## src/rtl/lane_hit_judge.sv

```systemverilog
// Hit judge for the falling-block lanes: grades key presses against each lane's
// block height, detects missed blocks and keeps score/combo/miss statistics.
module lane_hit_judge #(
  parameter int LANES      = 4,
  parameter int HIT_LO     = 600,
  parameter int HIT_HI     = 690,
  parameter int PERF_LO    = 630,
  parameter int PERF_HI    = 660,
  parameter int MISS_LIMIT = 10
) (
  input  logic                  clk,
  input  logic                  rst,
  input  logic                  restart,
  input  logic                  stop_or_endgame,
  input  logic [10*LANES-1:0]   block_h_bus,
  input  logic [LANES-1:0]      key,
  output logic [13:0]           score,
  output logic [6:0]            combo,
  output logic [6:0]            max_combo,
  output logic [6:0]            miss_cnt,
  output logic [1:0]            judge,
  output logic [1:0]            judge_lane,
  output logic                  game_over
);

  localparam logic [9:0] H_IDLE  = 10'd720;
  localparam logic [9:0] HLO_C   = 10'(HIT_LO);
  localparam logic [9:0] HHI_C   = 10'(HIT_HI);
  localparam logic [9:0] PLO_C   = 10'(PERF_LO);
  localparam logic [9:0] PHI_C   = 10'(PERF_HI);
  localparam logic [6:0] MLIM_C  = 7'(MISS_LIMIT);

  localparam logic [1:0] J_NONE = 2'd0;
  localparam logic [1:0] J_PERF = 2'd1;
  localparam logic [1:0] J_GOOD = 2'd2;
  localparam logic [1:0] J_BAD  = 2'd3;

  typedef enum logic {IDLE, ARMED} lane_st_t;

  lane_st_t         st_q     [LANES];
  lane_st_t         st_d     [LANES];
  logic [9:0]       prev_h_q [LANES];
  logic [9:0]       prev_h_d [LANES];
  logic [LANES-1:0] key_q, key_d;
  logic [13:0]      score_q, score_d;
  logic [6:0]       combo_q, combo_d;
  logic [6:0]       max_combo_q, max_combo_d;
  logic [6:0]       miss_cnt_q, miss_cnt_d;
  logic [1:0]       judge_q, judge_d;
  logic [1:0]       judge_lane_q, judge_lane_d;
  logic             game_over_q, game_over_d;

  logic [9:0]       h        [LANES];
  logic [1:0]       evt      [LANES];
  logic [LANES-1:0] press;
  logic [LANES-1:0] is_miss;
  logic             frozen;
  logic             any_err;
  logic             found;
  logic [3:0]       n_perf, n_good, n_miss;
  logic [14:0]      score_sum;
  logic [7:0]       combo_sum;
  logic [7:0]       miss_sum;

  function automatic logic [13:0] sat_score(input logic [14:0] s);
    return (s > 15'd9999) ? 14'd9999 : s[13:0];
  endfunction

  function automatic logic [6:0] sat_u7(input logic [7:0] v, input logic [6:0] lim);
    return (v > {1'b0, lim}) ? lim : v[6:0];
  endfunction

  always_comb begin
    frozen  = stop_or_endgame | game_over_q;
    key_d   = key;
    press   = key & ~key_q;
    is_miss = '0;
    for (int i = 0; i < LANES; i++) begin
      h[i]        = block_h_bus[10*i +: 10];
      prev_h_d[i] = h[i];
      st_d[i]     = st_q[i];
      evt[i]      = J_NONE;
      if (!frozen) begin
        if (st_q[i] == ARMED) begin
          if (h[i] == H_IDLE) begin
            evt[i] = J_BAD; is_miss[i] = 1'b1; st_d[i] = IDLE;
          end else if (h[i] < prev_h_q[i]) begin
            // old block replaced before reaching the line; the new one stays armed
            evt[i] = J_BAD; is_miss[i] = 1'b1;
          end else if (press[i] && h[i] >= PLO_C && h[i] <= PHI_C) begin
            evt[i] = J_PERF; st_d[i] = IDLE;
          end else if (press[i] && h[i] >= HLO_C && h[i] <= HHI_C) begin
            evt[i] = J_GOOD; st_d[i] = IDLE;
          end else if (press[i]) begin
            evt[i] = J_BAD;
          end
        end else begin
          if (h[i] < prev_h_q[i]) st_d[i] = ARMED;
          if (press[i]) evt[i] = J_BAD;
        end
      end
    end

    n_perf       = '0;
    n_good       = '0;
    n_miss       = '0;
    any_err      = 1'b0;
    found        = 1'b0;
    judge_d      = judge_q;
    judge_lane_d = judge_lane_q;
    for (int i = 0; i < LANES; i++) begin
      if (evt[i] == J_PERF) n_perf = n_perf + 4'd1;
      if (evt[i] == J_GOOD) n_good = n_good + 4'd1;
      if (is_miss[i])       n_miss = n_miss + 4'd1;
      if (evt[i] == J_BAD)  any_err = 1'b1;
      if (!found && evt[i] != J_NONE) begin
        found        = 1'b1;
        judge_d      = evt[i];
        judge_lane_d = 2'(i);
      end
    end

    score_sum   = {1'b0, score_q} + 15'(n_perf) * 15'd3 + 15'(n_good);
    score_d     = sat_score(score_sum);
    combo_sum   = {1'b0, combo_q} + 8'(n_perf) + 8'(n_good);
    combo_d     = any_err ? 7'd0 : sat_u7(combo_sum, 7'd99);
    max_combo_d = (combo_d > max_combo_q) ? combo_d : max_combo_q;
    miss_sum    = {1'b0, miss_cnt_q} + 8'(n_miss);
    miss_cnt_d  = sat_u7(miss_sum, 7'd127);
    game_over_d = game_over_q | (miss_cnt_q >= MLIM_C);
  end

  always_ff @(posedge clk) begin
    if (rst || restart) begin
      for (int i = 0; i < LANES; i++) begin
        st_q[i]     <= IDLE;
        prev_h_q[i] <= H_IDLE;
      end
      key_q        <= '0;
      score_q      <= '0;
      combo_q      <= '0;
      max_combo_q  <= '0;
      miss_cnt_q   <= '0;
      judge_q      <= J_NONE;
      judge_lane_q <= '0;
      game_over_q  <= 1'b0;
    end else begin
      for (int i = 0; i < LANES; i++) begin
        st_q[i]     <= st_d[i];
        prev_h_q[i] <= prev_h_d[i];
      end
      key_q        <= key_d;
      score_q      <= score_d;
      combo_q      <= combo_d;
      max_combo_q  <= max_combo_d;
      miss_cnt_q   <= miss_cnt_d;
      judge_q      <= judge_d;
      judge_lane_q <= judge_lane_d;
      game_over_q  <= game_over_d;
    end
  end

  assign score      = score_q;
  assign combo      = combo_q;
  assign max_combo  = max_combo_q;
  assign miss_cnt   = miss_cnt_q;
  assign judge      = judge_q;
  assign judge_lane = judge_lane_q;
  assign game_over  = game_over_q;

endmodule

```

## config.mk

```make
export PLATFORM = sky130hd
export DESIGN_NAME = lane_hit_judge
export DESIGN_NICKNAME = d
export VERILOG_FILES = /design/src/rtl/lane_hit_judge.sv
export SDC_FILE = /design/constraint.sdc
export NUM_CORES = 1
export LEC_CHECK = 0
export ABC_AREA = 1
export CAP_MARGIN = 5
export CORE_ASPECT_RATIO = 0.7
export CORE_MARGIN = 2
export CORE_UTILIZATION = 35
export DETAILED_ROUTE_END_ITERATION = 12
export SYNTH_ARGS = -nofsm -noshare
export SYNTH_HDL_FRONTEND = slang
export SYNTH_SLANG_ARGS = --single-unit
```

## constraint.sdc

```tcl
create_clock -name clk -period 15 [get_ports clk]
set_input_delay 4.5 -clock clk [delete_from_list [all_inputs] [get_ports clk]]
set_output_delay 4.5 -clock clk [all_outputs]
set_load 0.02 [all_outputs]
```

## Word level (Yosys, flattened, before mapping)

Memories as Yosys holds them, arrays and structs flattened.
Cells that the tools add are included.

- Input bits: 48
- Memories: 2
- Flip-flop bits (word level): 44
- Bits in writable memories: 44
- Output and inout port bits: 40
- Word-level logic and storage cells: 218

Memories:

| memory | depth | width | rd ports | clocked after Yosys merged registers in | write ports | RTL line | RTL |
|---|---|---|---|---|---|---|---|
| prev_h_q | 4 | 10 | 4 | 0 | 4 | 42 | `logic [9:0] prev_h_q [LANES];` |
| st_q | 4 | 1 | 4 | 0 | 4 | 40 | `lane_st_t st_q [LANES];` |

- Multipliers: 1
- Eq/ne operators: 16
- $add $sub $neg: 14
- Magnitude comparators: 25
- Reductions and logical operators: 29
- Bitwise gates (word level): 12
- Mux-type cells: 110

Operators by type and width:

| operator | count |
|---|---|
| 10-bit greater-or-equal comparator, second input constant | 8 |
| 10-bit less-or-equal comparator, second input constant | 8 |
| 2-bit two-way mux | 36 |
| 1-bit two-way mux | 57 |
| 10-bit == test, second input constant | 4 |
| 10-bit less-than comparator | 4 |
| 10-bit two-way mux | 4 |
| 4-bit by 1-bit adder with 4-bit output, second input constant | 9 |
| 4-bit two-way mux | 9 |
| 7-bit two-way mux | 3 |
| 1-bit logical AND | 19 |
| 7-bit by 4-bit adder with 8-bit output | 2 |
| 2-bit == test, second input constant | 8 |
| 8-bit by 7-bit greater-than comparator with 1-bit output, second input constant | 2 |
| 14-bit by 6-bit adder with 15-bit output | 1 |
| 15-bit by 4-bit adder with 15-bit output | 1 |
| 15-bit by 14-bit greater-than comparator with 1-bit output, second input constant | 1 |
| 14-bit two-way mux | 1 |
| 1-bit bitwise OR | 10 |
| 8-bit by 4-bit adder with 8-bit output | 1 |
| 2-bit by 1-bit == test with 1-bit output, second input constant | 4 |
| 2-bit nonzero test | 4 |
| 7-bit by 4-bit greater-or-equal comparator with 1-bit output, second input constant | 1 |
| 7-bit greater-than comparator | 1 |
| 7 further kinds | 9 |

## Longest topological paths before layout

- Depth in word-level cells: 24
- Depth in mapped cells: 44
- Mapped depth without buffers: 43

## Worst setup path before layout

Ideal clock, no wire load.

- Path kind: input -> register
- From: in block_h_bus[9]
- To: reg max_combo_q[4], in the netlist max_combo[4]
- Setup time: 67 ps
- Buffers on the path: 1
- Setup slack: 4771 ps
- Data required time: 14933 ps
- Cell stages on the path: 40
- Arrival: 10162 ps
- Cells stage by stage: ha_1 nand2_1 nor2_1 nand3_1 nand3_1 nand2_1 nand3_1 nand3_1 nor2_1 ha_1 inv_1 nand2_1 nand2_2 inv_1 ha_1 inv_1 nand2_1 o21ai_2 [... 4 more ...] a21oi_1 o21ai_0 xor2_1 a31oi_1 nand2_1 nand2_1 or2_2 nand3_2 inv_1 ha_1 inv_1 nor3_1 a211oi_1 nor3_1 a2bb2oi_1 dlymetal6s2s_1 o21ai_0 a21oi_2

- Word-level cells in the longest chain between the ends: 23
- Elaborated cells on any way between the ends: 43
- Classes of those cells: add/sub (8); order compare (7); eq/ne (4); mux (20); reduce/logical (4)

RTL lines:

| item | RTL line | RTL |
|---|---|---|
| from (decl) | 15 | `input logic [10*LANES-1:0] block_h_bus,` |
| 10-bit greater-or-equal comparator | 92 | `end else if (press[i] && h[i] >= HLO_C && h[i] <= HHI_C) begin` |
| 1-bit logical AND (2 in a row) | 92 |  |
| 2-bit two-way mux | 92 |  |
| 2-bit two-way mux | 90 | `end else if (press[i] && h[i] >= PLO_C && h[i] <= PHI_C) begin` |
| 2-bit two-way mux | 87 | `end else if (h[i] < prev_h_q[i]) begin` |
| 2-bit two-way mux (*) | 85 | `if (h[i] == H_IDLE) begin` |
| 2-bit two-way mux (*) | 84 | `if (st_q[i] == ARMED) begin` |
| 2-bit two-way mux (*) | 83 | `if (!frozen) begin` |
| [... 7 more ...] | - |  |
| 4-bit two-way mux | 112 | `if (evt[i] == J_PERF) n_perf = n_perf + 4'd1;` |
| 7-bit by 4-bit adder with 8-bit output | 125 | `combo_sum = {1'b0, combo_q} + 8'(n_perf) + 8'(n_good);` |
| 8-bit by 4-bit adder with 8-bit output | 125 |  |
| 8-bit by 7-bit greater-than comparator with 1-bit output | 70 | `return (v > {1'b0, lim}) ? lim : v[6:0];` |
| 7-bit two-way mux | 70 |  |
| 7-bit two-way mux (*) | 126 | `combo_d = any_err ? 7'd0 : sat_u7(combo_sum, 7'd99);` |
| via combo_d[1] | 46 | `logic [6:0] combo_q, combo_d;` |
| 7-bit greater-than comparator (*) | 127 | `max_combo_d = (combo_d > max_combo_q) ? combo_d : max_combo_q;` |
| to (signal assigned) | 155 | `max_combo_q <= max_combo_d;` |
| to (decl) | 47 | `logic [6:0] max_combo_q, max_combo_d;` |

The timed path passes the listed nets; every way through them passes the cells marked *.
A chain may end at the register's enable or synchronous reset.

## Worst setup path in the final report

- From: in block_h_bus[15]
- To: reg max_combo_q[0], in the netlist max_combo[0]

- Word-level cells in the longest chain between the ends: 21
- Elaborated cells on any way between the ends: 38
- Classes of those cells: add/sub (6); order compare (7); eq/ne (4); mux (17); reduce/logical (4)

RTL lines:

| item | RTL line |
|---|---|
| 10-bit greater-or-equal comparator | 92 |
| 1-bit logical AND (2 in a row) | 92 |
| 2-bit two-way mux | 92 |
| 2-bit two-way mux | 90 |
| 2-bit two-way mux | 87 |
| 2-bit two-way mux (*) | 85 |
| 2-bit two-way mux (*) | 84 |
| 2-bit two-way mux (*) | 83 |
| [... 5 more ...] | - |
| 4-bit two-way mux | 112 |
| 7-bit by 4-bit adder with 8-bit output | 125 |
| 8-bit by 4-bit adder with 8-bit output | 125 |
| 8-bit by 7-bit greater-than comparator with 1-bit output | 70 |
| 7-bit two-way mux | 70 |
| 7-bit two-way mux (*) | 126 |
| via combo_d[1] | 46 |
| 7-bit greater-than comparator (*) | 127 |

Marks and branches as above.

==> flow_metrics.env <==
export IMPL_status="finished, final reports clean"
export IMPL_max_slew_margin_pct=57.0
export IMPL_slew_viol_final=0
export IMPL_wl_per_cell_um=11.9
export IMPL_synth_top_area_share_pct=26.1
export IMPL_die_y_um=120
export IMPL_ys_seq_area_share_pct=26.1
export IMPL_dpl_hpwl_mm=12.3
export IMPL_grt_setup_unrepaired="no"
export IMPL_cts_tree="done"
export IMPL_drt_vias_per_instance=4.57
export IMPL_drive_above_1_share_pct=8.36
export IMPL_synth_cell_type_count=49
export IMPL_gp_congestion=0.847
export IMPL_power_uw=731
export IMPL_die_area_sq_um=20400
export IMPL_cp_num_buf_inv=10
export IMPL_hold_viol_final=0
export IMPL_firstDrtPassIters=5
export IMPL_die_width_um=170
export IMPL_root_buffer="clkbuf_16"
export IMPL_syn2layout_area_growth_pct=20.8
export IMPL_antenna_found_initial=0
export IMPL_synthTopCellsByCount="202 x nand2_1, 195 x inv_1, 110 x nor2_1"
export IMPL_endpoint_kind="flip-flop"
export IMPL_antenna_left=0
export IMPL_io_pins=88
export IMPL_cellLeakagePower_nw=4.09
export IMPL_cts_made_buffers=9
export IMPL_cp_max_fo=8
export IMPL_drv_cap=0
export IMPL_start_util_pct=35.7
export IMPL_io_buffer_count=87
export IMPL_cp_arrival_ps=11480
export IMPL_yosys_warnings=0
export IMPL_ctsResizeCount=0
export IMPL_fin_skew_ps=6.57
export IMPL_first_iter_violations=304
export IMPL_synthArstFlopShare_pct=0
export IMPL_clk_latency_ps=350
export IMPL_routed_wl_mm=15.6
export IMPL_fin_setup_tns_ps=0
export IMPL_clockBufferDepth=2
export IMPL_core_sq_um=18900
export IMPL_critPathKind="input pin to flip-flop"
export IMPL_critPathLaunchType="input pin"
export IMPL_hold_buffers=0
export IMPL_diodes=0
export IMPL_ys_ff_latch=88
export IMPL_grt_max_degree=41
export IMPL_routed_top_layer="met4"
export IMPL_post_route_period_util_pct=74.7
export IMPL_wl_met1_mm=8.65
export IMPL_routed_wl_met2_mm=6.04
export IMPL_drcViolationCount=0
export IMPL_syn_inst=984
export IMPL_yosys_most_used_dff="dfxtp_1"
export IMPL_hp_class="flip-flop to flip-flop"
export IMPL_met3_wirelength_um=811
export IMPL_nNetsFinal=1207
export IMPL_period_minus_slack_ps=11200
export IMPL_cts_setup_buffers=0
export IMPL_cp_slowest_cell="clkdlybuf4s50_1"
export IMPL_max_clock_freq_mhz=89.3
export IMPL_fp_row_count=42
export IMPL_synth_area_leaders="dfxtp_1 26%, ha_1 14%, nand2_1 11%, inv_1 11%, nor2_1 6.1%"
export IMPL_track_usage_pct=16.1
export IMPL_grt_pass1_vias=5611
export IMPL_grt_first_pass_wirelength_mm=26.6
export IMPL_cp_required_ps=15280
export IMPL_yosysTopAreaCell="dfxtp_1"
export IMPL_tightestPinTransition_ps=642
export IMPL_irDropWorstVdd_mv=0.0514
export IMPL_htree_levels=3
export IMPL_overflow=0
export IMPL_cts_sinks=88
export IMPL_path_clk_slew_ps=60
export IMPL_vias=6029
export IMPL_synth_most_common_cell="nand2_1"
export IMPL_crit_family="adder cells"
export IMPL_p_per_area_nw_per_um2=89.7
export IMPL_synth_area_sq_um=6740
export IMPL_avgSynthCellArea_sq_um=6.85
export IMPL_synth_edff_count=0
export IMPL_setup_viol=0
export IMPL_max_stage_delay_ps=640
==> power breakdown <==
group,internal [mW],switching [mW]
Sequential,0.248,0.00869
Combinational,0.100,0.147
Clock,0.133,0.0935
Total,0.481,0.249
==> path summary, 6_finish.rpt <==
| kind | from | endpoint | slack [ps] | cells past startpoint |
|---|---|---|---|---|
| max | block_h_bus[15] | max_combo[0] | 3800 | 43 |
| min | judge_lane[1] | judge_lane[1] | 490 | 2 |
| max reg2reg | prev_h_q[0][9] | max_combo[0] | 8220 | 41 |
| min reg2reg | judge_lane[1] | judge_lane[1] | 490 | 2 |
==> registers in the layout, indices dropped and copies added, names as in the netlist <==
register / count
combo: 7
game_over: 1
judge: 2
judge_lane: 2
key_q: 4
max_combo: 7
miss_cnt: 7
prev_h_q: 40
score: 14
st_q: 4
==> cells in the final DEF (no fill, tap or decap), types with 2 or more instances in the layout <==
| cell | count |
|---|---|
| dfxtp_1 | 88 |
| o21ai_0 | 34 |
| nor2_2 | 4 |
| clkdlybuf4s50_1 | 87 |
| and3_1 | 2 |
| a21oi_2 | 8 |
| xnor2_1 | 6 |
| or2_2 | 8 |
| o31ai_1 | 2 |
| nand2_1 | 202 |
| ha_1 | 75 |
| nand2_4 | 3 |
| nor3_1 | 15 |
| buf_4 | 3 |
| nor2_1 | 109 |
| inv_2 | 6 |
| nand2_2 | 15 |
| nand4_1 | 12 |
| nor2_4 | 6 |
| clkbuf_1 | 2 |
| fa_1 | 11 |
| o21ai_1 | 5 |
| a31oi_1 | 3 |
| nand3_2 | 12 |
| nor4_1 | 2 |
| a21oi_1 | 47 |
| xor2_1 | 14 |
| conb_1 | 4 |
| o21ai_2 | 3 |
| a21o_1 | 3 |
| clkbuf_16 | 9 |
| inv_1 | 195 |
| o211ai_1 | 2 |
| nand3_1 | 62 |
==> final cells by class <==
cell class | instances | area, sq um
flip-flops and latches | 88 | 1760
fillers | 1975 | 10700
clock buffers | 12 | 246
clock inverters | 3 | 42.5
repair buffers | 90 | 893
multi-input cells | 681 | 4130
inverters | 203 | 769
well taps | 242 | 303
==> stage by stage <==
| stage | utilization (%) | instances | cell area [sq um] | setup slack (ps) | hold slack, ps |
|---|---|---|---|---|---|
| floorplan | - | 986 | 6750 | 4770 | 507 |
| detailed placement | 41.6 | 1304 | 7860 | 3510 | 484 |
| CTS | 43.2 | 1319 | 8140 | 3840 | 492 |
| global route | 43.2 | 1319 | 8140 | 3100 | 516 |
| global placement | 41.6 | 1304 | 7860 | 3750 | 481 |
| finish | 43.2 | 1319 | 8140 | 3800 | 494 |
==> cells by family (layout without fill, tap and decap cells) <==
family	after synthesis	count (layout)	share of synthesized area [%]
other	2	4	0.111
buffers and inverters	217	308	12.8
adder cells (fa/ha/maj)	86	86	17.2
XOR/XNOR	21	21	2.84
flip-flops	88	88	26.1
AO/OA/AOI/OAI	111	111	9.35
AND/OR/NAND/NOR	459	459	31.6
==> metal layers <==
layer	up-vias	GRT usage, %
met2	112	23.1
li1	3246	-
met1	2659	24.0
met5	-	0
met3	12	4.06
met4	0	3.53
==> worst min-delay path, cell delays in order (launching register included) <==
cell and delay, ps:
dfxtp_1 310, nand2_1 60, a31oi_1 70
Note: power is estimated with default switching activity, not from simulation.
